==> src/rtl/cpu_pkg.sv <==
// cpu_pkg
// Shared definitions for the memory-access pipeline stage: bus widths,
// write-back select codes, CSR command bit positions, the store state
// machine encoding and the layout of the execute-to-memory bus.
// Optional feature macro used by consumers: MEM_ALIGN_CHECK_EN.
package cpu_pkg;

    localparam int EXE_MEM_BUS_W = 187;
    localparam int MEM_WB_BUS_W  = 70;
    localparam int MEM_ID_BUS_W  = 38;

    localparam logic [2:0] WB_ALU = 3'd0;
    localparam logic [2:0] WB_MEM = 3'd1;
    localparam logic [2:0] WB_PC4 = 3'd2;
    localparam logic [2:0] WB_CSR = 3'd3;

    // Bit positions inside the one-hot csr_cmd field
    localparam int CSR_W = 3;
    localparam int CSR_S = 2;
    localparam int CSR_C = 1;
    localparam int CSR_E = 0;

    typedef enum logic [1:0] {
        S_IDLE  = 2'd0,
        S_WREQ  = 2'd1,
        S_WDONE = 2'd2
    } storeState_e;

    // First member is the most significant slice of the 187-bit bus
    typedef struct packed {
        logic [31:0] alu_result;
        logic [4:0]  rd;
        logic        rd_wen;
        logic        mem_we;
        logic        mem_re;
        logic [2:0]  wb_sel;
        logic [31:0] pc;
        logic [31:0] wb_data;
        logic [3:0]  csr_cmd;
        logic [11:0] csr_addr;
        logic [31:0] op1_data;
        logic [31:0] mem_rd_data;
    } exeMemBus_t;

    // A memory access whose address is not word aligned
    function automatic logic isMisaligned(input exeMemBus_t b);
        return (b.mem_we || b.mem_re) && (b.alu_result[1:0] != 2'b00);
    endfunction

endpackage

==> src/rtl/csr_rmw.sv <==
// csr_rmw
// Combinational CSR read-modify-write value.
// Ports:
//   csr_cmd_i   one-hot command {W, S, C, E}
//   csr_rdata_i current CSR value
//   op1_data_i  source operand
//   csr_wdata_o value to write back into the CSR (0 when no write command)
module csr_rmw
    import cpu_pkg::*;
(
    input  logic [3:0]  csr_cmd_i,
    input  logic [31:0] csr_rdata_i,
    input  logic [31:0] op1_data_i,
    output logic [31:0] csr_wdata_o
);

    // The E bit is only an ecall marker and never produces a write value
    logic unusedEcall;
    assign unusedEcall = csr_cmd_i[CSR_E];

    // Write, set-bits and clear-bits forms of the CSR update
    always_comb begin
        csr_wdata_o = '0;
        if (csr_cmd_i[CSR_W]) begin
            csr_wdata_o = op1_data_i;
        end else if (csr_cmd_i[CSR_S]) begin
            csr_wdata_o = csr_rdata_i | op1_data_i;
        end else if (csr_cmd_i[CSR_C]) begin
            csr_wdata_o = csr_rdata_i & ~op1_data_i;
        end
    end

endmodule

==> src/rtl/mem_stage.sv <==
// mem_stage
// Memory-access pipeline stage. Registers the execute bus under a
// valid/allowin handshake, issues stores through a request/acknowledge
// state machine, performs CSR read-modify-write and selects the
// write-back value.
// Ports:
//   clk, rst_n                      clock, asynchronous active-low reset
//   exe_mem_bus_in, es_to_ms_valid  incoming instruction and its valid
//   ms_allowin                      stage can accept a new instruction
//   ms_to_ws_valid, ws_allowin      downstream handshake
//   mem_wb_bus_out                  {wb_value, rd, rd_wen, pc}
//   mem_id_data_bus                 {wb_value, fwd_wen, rd} forwarding
//   dmem_we/waddr/wdata, dmem_wack  data-memory store port
//   csr_rdata                       CSR value read during execute
//   csr_we/waddr/wdata              CSR write port
//   misalign_exc                    misaligned access flag
// Optional feature: define MEM_ALIGN_CHECK_EN to enable the alignment check.
module mem_stage
    import cpu_pkg::*;
(
    input  logic                     clk,
    input  logic                     rst_n,
    input  logic [EXE_MEM_BUS_W-1:0] exe_mem_bus_in,
    input  logic                     es_to_ms_valid,
    output logic                     ms_allowin,
    output logic                     ms_to_ws_valid,
    input  logic                     ws_allowin,
    output logic [MEM_WB_BUS_W-1:0]  mem_wb_bus_out,
    output logic [MEM_ID_BUS_W-1:0]  mem_id_data_bus,
    output logic                     dmem_we,
    output logic [31:0]              dmem_waddr,
    output logic [31:0]              dmem_wdata,
    input  logic                     dmem_wack,
    input  logic [31:0]              csr_rdata,
    output logic                     csr_we,
    output logic [11:0]              csr_waddr,
    output logic [31:0]              csr_wdata,
    output logic                     misalign_exc
);

    exeMemBus_t  inBus;
    exeMemBus_t  memBus_q;
    logic        msValid_q;
    storeState_e state_q;
    logic        dmemWe_q;

    logic        readyGo;
    logic        capture;
    logic        fire;
    logic        storeStart;
    logic        misaligned;
    logic        inMisaligned;
    logic        rdWenEff;
    logic [31:0] wbValue;
    logic [31:0] csrWdata;

    assign inBus = exeMemBus_t'(exe_mem_bus_in);

`ifdef MEM_ALIGN_CHECK_EN
    assign misaligned   = isMisaligned(memBus_q);
    assign inMisaligned = isMisaligned(inBus);
`else
    assign misaligned   = 1'b0;
    assign inMisaligned = 1'b0;
    logic unusedMemRe;
    assign unusedMemRe = memBus_q.mem_re;
`endif

    // A store may only leave once memory has taken it; in S_IDLE a held
    // store can only be a misaligned one that was never issued.
    always_comb begin
        readyGo = 1'b1;
        case (state_q)
            S_WREQ:  readyGo = dmem_wack;
            S_WDONE: readyGo = 1'b1;
            default: readyGo = !memBus_q.mem_we || misaligned;
        endcase
    end

    assign ms_allowin     = !msValid_q || (readyGo && ws_allowin);
    assign ms_to_ws_valid = msValid_q && readyGo;
    assign fire           = ms_to_ws_valid && ws_allowin;
    assign capture        = es_to_ms_valid && ms_allowin;
    assign storeStart     = capture && inBus.mem_we && !inMisaligned;

    // Pipeline valid and bus registers
    always_ff @(posedge clk or negedge rst_n) begin
        if (!rst_n) begin
            msValid_q <= 1'b0;
            memBus_q  <= '0;
        end else begin
            if (ms_allowin) begin
                msValid_q <= es_to_ms_valid;
            end
            if (capture) begin
                memBus_q <= inBus;
            end
        end
    end

    // Store request FSM. S_WDONE remembers that the store was already
    // accepted so a stalled instruction never re-issues it; a store
    // captured in the same cycle the previous one fires goes straight
    // back to S_WREQ.
    always_ff @(posedge clk or negedge rst_n) begin
        if (!rst_n) begin
            state_q  <= S_IDLE;
            dmemWe_q <= 1'b0;
        end else begin
            case (state_q)
                S_IDLE: begin
                    if (storeStart) begin
                        state_q  <= S_WREQ;
                        dmemWe_q <= 1'b1;
                    end
                end
                S_WREQ: begin
                    if (dmem_wack) begin
                        if (fire) begin
                            state_q  <= storeStart ? S_WREQ : S_IDLE;
                            dmemWe_q <= storeStart;
                        end else begin
                            state_q  <= S_WDONE;
                            dmemWe_q <= 1'b0;
                        end
                    end
                end
                S_WDONE: begin
                    if (fire) begin
                        state_q  <= storeStart ? S_WREQ : S_IDLE;
                        dmemWe_q <= storeStart;
                    end
                end
                default: begin
                    state_q  <= S_IDLE;
                    dmemWe_q <= 1'b0;
                end
            endcase
        end
    end

    // Write-back value selection
    always_comb begin
        wbValue = '0;
        case (memBus_q.wb_sel)
            WB_ALU:  wbValue = memBus_q.alu_result;
            WB_MEM:  wbValue = memBus_q.mem_rd_data;
            WB_PC4:  wbValue = memBus_q.pc + 32'd4;
            WB_CSR:  wbValue = csr_rdata;
            default: wbValue = '0;
        endcase
    end

    csr_rmw u_csr_rmw (
        .csr_cmd_i   (memBus_q.csr_cmd),
        .csr_rdata_i (csr_rdata),
        .op1_data_i  (memBus_q.op1_data),
        .csr_wdata_o (csrWdata)
    );

    assign rdWenEff = memBus_q.rd_wen && !misaligned;

    assign mem_wb_bus_out  = {wbValue, memBus_q.rd, rdWenEff && ms_to_ws_valid, memBus_q.pc};
    assign mem_id_data_bus = {wbValue, msValid_q && rdWenEff, memBus_q.rd};

    assign dmem_we    = dmemWe_q;
    assign dmem_waddr = memBus_q.alu_result;
    assign dmem_wdata = memBus_q.wb_data;

    assign csr_we    = fire && (|memBus_q.csr_cmd[3:1]);
    assign csr_waddr = memBus_q.csr_addr;
    assign csr_wdata = csrWdata;

    assign misalign_exc = fire && misaligned;

endmodule

==> config.mk <==
export PLATFORM = sky130hd
export DESIGN_NAME = mem_stage
export DESIGN_NICKNAME = d
export VERILOG_FILES = /design/src/rtl/cpu_pkg.sv /design/src/rtl/csr_rmw.sv /design/src/rtl/mem_stage.sv
export SDC_FILE = /design/constraint.sdc
export NUM_CORES = 1
export LEC_CHECK = 0
export ABC_AREA = 0
export CAP_MARGIN = 25
export CORE_AREA = 2 2 174 176
export DETAILED_ROUTE_END_ITERATION = 16
export DIE_AREA = 0 0 176 178
export GPL_TIMING_DRIVEN = 0
export MAX_ROUTING_LAYER = met4
export PLACE_DENSITY = 0.7
export SYNTH_ARGS = -nofsm -noshare
export SYNTH_HDL_FRONTEND = slang
export SYNTH_SLANG_ARGS = --single-unit
==> constraint.sdc <==
create_clock -name clk -period 2.55 [get_ports clk]
set_input_delay 0.6375 -clock clk [delete_from_list [all_inputs] [get_ports clk]]
set_output_delay 0.6375 -clock clk [all_outputs]
set_load 0.005 [all_outputs]
==> results of run 1 <==
## per-layer routing
| metal | routed length [µm] | part of all wire [%] | GRT usage [%] | vias to the layer above |
|---|---|---|---|---|
| met2 | 21200 | 49 | 44.8 | 423 |
| met1 | 17700 | 41 | 33.5 | 4801 |
| met3 | 2990 | 6.9 | 6.95 | 83 |
| met5 | 0 | 0 | - | - |
| met4 | 1420 | 3.3 | 11.3 | 0 |
| li1 | - | - | - | 4376 |
## cell usage after synthesis (5+ instances only)
cell type  instances
buf_2             13
nand2b_1          33
o211ai_1          11
buf_6             16
inv_1              8
mux4_2             6
clkbuf_1          19
and2_1            12
ha_1               5
xnor2_1            5
mux2_4            14
nand3_1           13
xor2_1             7
o221ai_1           7
nor3_1             9
buf_4            153
and4_1             7
nand4_1           15
dfrtp_1          188
o22ai_1            8
mux2i_1           24
nand2_1           23
nor2_1            27
a21oi_1           83
mux2_2           170
o2bb2ai_1          6
## per-stage QoR
step           total power [W]  hold slack, ns  std cells  instance area, µm²
4_1_cts                 0.0259           0.215       1904               18200
5_1_grt                 0.0283           0.244       1932               18800
3_5_place_dp            0.0201           0.481       1769               15600
2_1_floorplan           0.0129           0.342        937               10700
6_report                0.0268           0.154       1933               18800
3_3_place_gp            0.0199           0.469       1768               15600
## critical path, stage by stage (launching register included)
cell      delay [ns]
dfrtp_2         0.40
and4_4          0.26
nand4_4         0.16
buf_4           0.18
buf_4           0.13
or4_4           0.53
o221ai_4        0.10
buf_6           0.13
buf_6           0.08
## power by group
group | switching [W] | internal (W)
clock | 0.00128 | 0.00146
combinational | 0.00694 | 0.0112
sequential | 0.00139 | 0.00458
total | 0.00961 | 0.0172
## timing repair
item / in CTS / in global routing
buffers inserted: 103 / 37
gates resized for setup: 583 / 166
pin swaps: 64 / 43
setup endpoints to repair: 100 / 267
gates cloned: 5 / 2
## area by class of cell
cell class / instances / area (µm²)
Antenna cell: 2 / 5.00
Buffer: 197 / 1920
Clock buffer: 19 / 433
Clock inverter: 13 / 143
Fill cell: 2385 / 10600
Inverter: 8 / 33.8
Multi-Input combinational cell: 537 / 5310
Sequential cell: 188 / 4740
Tap cell: 390 / 488
Timing Repair Buffer: 579 / 5690
## cell families (layout without fill, tap and decap cells)
family	Yosys count	count (layout)	share of synthesized area (%)
simple gates	161	161	8.37
compound gates	141	141	8.24
xor+xnor	12	12	0.983
flops	188	188	44.0
buf+inv	212	816	14.1
fa+ha+maj	5	5	0.585
mux	217	217	23.7
other cells	1	3	0.0351
## flip-flops by register name, indices dropped and copies added, names as in the netlist
register and flops:
msValid_q 1, csr_waddr 12, dmem_wdata 32, mem_wb_bus_out 32
rdWenEff 1, dmem_waddr 32, state_q 2, memBus_q 71
mem_id_data_bus 5
## worst min path at each step
stage,end,start,slack [ns]
6_report,mem_id_data_bus[2],rst_n,0.15
5_1_grt,mem_id_data_bus[2],rst_n,0.24
4_1_cts,mem_id_data_bus[2],rst_n,0.22
3_5_place_dp,csr_waddr[10],csr_waddr[10],0.48
3_3_place_gp,memBus_q[24],memBus_q[24],0.47
2_1_floorplan,csr_waddr[0],rst_n,0.34
==> flow_metrics.env, run 1 <==
export IMPL_grt_max_degree=104
export IMPL_maxSlewHeadroom_pct=50.6
export IMPL_yosys_area_top_type_share_pct=44.0
export IMPL_cts_tree="yes"
export IMPL_max_cap_violations=0
export IMPL_drt_iter0_markers=679
export IMPL_slew_violations=0
export IMPL_grt_setup_unrepaired="true"
export IMPL_r2r_slack_ns=0.05
export IMPL_yosysWarnings=0
export IMPL_wirelength_um=43400
export IMPL_clock_latency_ns=0.45
export IMPL_r2r_start="state_q[1]"
export IMPL_antenna_found_initial=1
export IMPL_dieArea_um2=31300
export IMPL_cp_max_fo=5
export IMPL_syn_area_um2=10700
export IMPL_vias=9683
export IMPL_rows=63
export IMPL_power_leakage_nw=8.04
export IMPL_synthTopCellsByArea="dfrtp_1 (44%), mux2_2 (18%), buf_4 (11%)"
export IMPL_numPortBuffers=441
export IMPL_drive_above_1_share_pct=50.7
export IMPL_power_density_nw_per_um2=1430
export IMPL_drc=0
export IMPL_die_w_um=176
export IMPL_cp_end_kind="output port"
export IMPL_h_tree_depth=4
export IMPL_hold_buffers=0
export IMPL_detail_route_antenna_nets=0
export IMPL_grt_pass1_vias=9903
export IMPL_finClkSkew_ns=0.0113
export IMPL_dr_pass1_iters=5
export IMPL_setup_viol=66
export IMPL_yosysTopAreaCell="dfrtp_1"
export IMPL_crit_path_end="mem_wb_bus_out[62]"
export IMPL_synth_top_flop_cell="dfrtp_1"
export IMPL_failed_checks="negative setup slack"
export IMPL_min_period_over_period_pct=120
export IMPL_clk_pin_slew_ns=0.08
export IMPL_fmax_mhz=328
export IMPL_grt_pass1_wl_um=61700
export IMPL_final_core_util_pct=63.8
export IMPL_synth_cells=937
export IMPL_ys_ff_latch=188
export IMPL_crit_path_start="mem_wb_bus_out[13]"
export IMPL_synth_edff_count=0
export IMPL_fin_tns_setup_ns=-17.73
export IMPL_die_h_um=178
export IMPL_arrival_ns=2.42
export IMPL_clk_path_buf_depth=2
export IMPL_cts_buffers=17
export IMPL_drt_vias_per_instance=5.01
export IMPL_yosysSeqAreaShare_pct=44.0
export IMPL_core_area_um2=29400
export IMPL_routedWlPerCell_um=22.4
export IMPL_dpl_hpwl_um=30200
export IMPL_io_pins=445
export IMPL_mostFrequentLayoutCell="clkdlybuf4s50_1"
export IMPL_root_buffer="clkbuf_16"
export IMPL_syn_num_nets=1166
export IMPL_critPathKind="reg -> out"
export IMPL_clkSinkCount=188
export IMPL_grt_use_total_pct=27.8
export IMPL_tightest_slew_ns=0.740
export IMPL_status="finished with violations"
export IMPL_fin_ws_ns=-0.503
export IMPL_cp_required_ns=1.91
export IMPL_async_flop_share_pct=100
export IMPL_gp_congestion=0.869
export IMPL_hp_class="in -> async"
export IMPL_reg2reg_depth=11
export IMPL_place_worst_setup_slack_ns=-0.992
export IMPL_synthToLayoutAreaGrowth_pct=75.4
export IMPL_irDropWorstVdd_mv=0.660
export IMPL_hold_violations=0
export IMPL_avgSynthCellArea_um2=11.4
export IMPL_layout_min_cycle_time_ns=3.05
export IMPL_crit_path_start_kind="register"
export IMPL_synth_cell_type_count=55
export IMPL_fin_nets=1757
export IMPL_r2r_end="memBus_q[29]"
export IMPL_start_util_pct=36.4
export IMPL_overflow=0
export IMPL_mostFrequentLayoutCells="clkdlybuf4s50_1 (340), buf_4 (210), mux2_2 (166), dfrtp_1 (163), buf_6 (113)"
(Power assumes the default switching activity.)
==> run 2: changes to the inputs <==
- CORE_AREA: 2 2 174 176 -> 2 2 172 174
- CTS_BUF_LIST: not set -> sky130_fd_sc_hd__clkbuf_8
- DIE_AREA: 0 0 176 178 -> 0 0 174 176
- PLACE_DENSITY: 0.7 -> 0.71
==> run 2 against run 1 <==
Net effect:
- the run still ends with negative setup slack left
- clock power decreased by 31%
- core utilization increased by 1.1 points
- global-route usage increased by 0.42 points
- non-clock buffer count decreased by 17
- final cell count decreased by 1.2%
- power decreased by 2.8%
- fmax decreased by 0.22%
- worst setup slack got worse by 0.0069 ns
- worst hold slack got worse by 0.0096 ns
- flip-flop and latch count unchanged
- sequential share of layout area increased by 0.26 points
- sequential power about the same
- critical path type unchanged
- critical endpoint is now mem_wb_bus_out[57]
==> flow_metrics.env, run 2 (synthesis gave the netlist of run 1 again) <==
export IMPL_critPathKind="reg -> out"
export IMPL_mostFrequentLayoutCell="clkdlybuf4s50_1"
export IMPL_irDropWorstVdd_mv=0.622
export IMPL_fin_ws_ns=-0.510
export IMPL_tightest_slew_ns=0.717
export IMPL_setup_viol=66
export IMPL_layout_min_cycle_time_ns=3.06
export IMPL_dr_pass1_iters=5
export IMPL_root_buffer="clkbuf_8"
export IMPL_synthToLayoutAreaGrowth_pct=73.1
export IMPL_pwr_share_seq_pct=22.7
export IMPL_hp_class="in -> async"
export IMPL_fmax_mhz=327
export IMPL_wl_met2_um=22000
export IMPL_vias=9659
export IMPL_antenna_found_initial=2
export IMPL_overflow=0
export IMPL_numPortBuffers=441
export IMPL_grt_setup_unrepaired="true"
export IMPL_gp_congestion=0.878
export IMPL_regMostFlops="memBus_q"
export IMPL_fin_tns_setup_ns=-19.16
export IMPL_routedWlPerCell_um=22.9
export IMPL_start_util_pct=37.5
export IMPL_cts_tree="yes"
export IMPL_r2r_slack_ns=0.06
export IMPL_mostFrequentLayoutCells="clkdlybuf4s50_1 (339), buf_4 (198), dfrtp_1 (173), mux2_2 (155), buf_6 (106)"
export IMPL_highest_layer="met4"
export IMPL_cp_end_kind="output port"
export IMPL_hold_buffers=0
export IMPL_power_leakage_nw=7.93
export IMPL_place_worst_setup_slack_ns=-0.981
export IMPL_drt_iter0_markers=650
export IMPL_grt_pass1_vias=10138
export IMPL_clk_pin_slew_ns=0.10
export IMPL_slew_violations=0
export IMPL_hold_violations=0
export IMPL_p_int_w=0.0164
export IMPL_arrival_ns=2.42
export IMPL_status="finished with violations"
export IMPL_p_clk_share_pct=7.2
export IMPL_min_period_over_period_pct=120
export IMPL_drc=0
export IMPL_r2r_end="memBus_q[21]"
export IMPL_cts_buffers=17
export IMPL_p_sw_w=0.00965
export IMPL_crit_path_start="memBus_q[144]"
export IMPL_detail_route_antenna_nets=0
export IMPL_dieArea_um2=30600
export IMPL_die_w_um=174
export IMPL_wirelength_um=43800
export IMPL_grt_pass1_wl_um=62400
export IMPL_h_tree_depth=4
export IMPL_die_h_um=176
export IMPL_clk_path_buf_depth=2
export IMPL_grt_use_total_pct=28.2
export IMPL_drive_above_1_share_pct=50.6
export IMPL_io_pins=445
export IMPL_core_area_um2=28500
export IMPL_r2r_start="state_q[1]"
export IMPL_switching_share_pct=37.0
export IMPL_clock_latency_ns=0.47
export IMPL_max_cap_violations=0
export IMPL_p_comb_share_pct=70.0
export IMPL_drt_vias_per_instance=5.06
export IMPL_fin_nets=1740
export IMPL_maxSlewHeadroom_pct=52.2
export IMPL_failed_checks="negative setup slack"
export IMPL_instances_no_fill=1910
export IMPL_grt_max_degree=104
export IMPL_wl_met3_um=2770
export IMPL_cp_max_fo=7
export IMPL_clkSinkCount=188
export IMPL_dpl_hpwl_um=30600
export IMPL_power_density_nw_per_um2=1410
export IMPL_largest_reg_flops=71
export IMPL_rows=62
export IMPL_cp_required_ns=1.91
export IMPL_dp_cells=1763
export IMPL_wl_met1_um=17600
export IMPL_reg2reg_depth=11
export IMPL_crit_path_start_kind="register"
export IMPL_finClkSkew_ns=0.0139
run 2: changes by cell type in the layout (fill, tap and decap cells not counted), sizes merged, moves of 2 or more:
cell	before	now
dlymetal6s2s	4	1
clkdlybuf4s15	6	4
inv	10	14
dlygate4sd2	9	7
buf	383	370
bufinv	2	0
clkbuf	53	56
run 2: worst max-delay path by stage:
stage	endpoint	slack, ns	cells after the start
4_1_cts	mem_wb_bus_out[57]	-0.48	6
3_5_place_dp	mem_wb_bus_out[58]	-0.98	8
5_1_grt	mem_wb_bus_out[56]	-0.57	6
6_report	mem_wb_bus_out[57]	-0.51	6
2_1_floorplan	mem_wb_bus_out[44]	0.15	7
3_3_place_gp	dmem_wdata[5]	-7.69	1
run 2: critical path: stages, from the launching register on:
cell and delay [ns]:
dfrtp_2 0.47, or3b_4 0.44, buf_6 0.16, or4_1 0.40, o211ai_1 0.19, buf_4 0.20, buf_6 0.09
run 2: power groups by stage:
stage	Sequential (W)	Clock [W]	Combinational [W]
final	0.00593	0.00189	0.0183
after CTS	0.00584	0.00194	0.0171
after global routing	0.00613	0.00206	0.0192
after global placement	0.00584	0	0.0140
after floorplan	0.00544	0	0.00742
after detailed placement	0.00592	0	0.0142
run 2: layout make-up:
| class | instances | area, µm² |
|---|---|---|
| Fill cell | 2298 | 10000 |
| Clock inverter | 14 | 97.6 |
| Clock buffer | 18 | 248 |
| Inverter | 8 | 33.8 |
| Timing Repair Buffer | 565 | 5610 |
| Sequential cell | 188 | 4720 |
| Tap cell | 384 | 480 |
| Buffer | 194 | 1880 |
| Multi-Input combinational cell | 537 | 5430 |
| Antenna cell | 2 | 5.00 |
run 2: through the flow:
step	hold WS (ns)	total power, W	instance area [µm²]	util (%)
after floorplan	0.342	0.0129	10700	-
after global placement	0.469	0.0199	15600	54.6
after detailed placement	0.477	0.0201	15600	54.7
after CTS	0.161	0.0249	17900	62.7
after global routing	0.178	0.0274	18500	64.8
final	0.145	0.0261	18500	64.8
run 2: per-layer routing:
metal | up-vias | global-route usage (%)
met5 | - | -
met1 | 4850 | 33.1
met2 | 412 | 49.0
met3 | 57 | 5.81
li1 | 4340 | -
met4 | 0 | 8.54
run 2: repair_timing:
action / CTS / global route
buffers inserted: 95 / 27
gates cloned: 3 / 9
setup endpoints to repair: 100 / 267
pin swaps: 84 / 40
resized for setup: 650 / 148
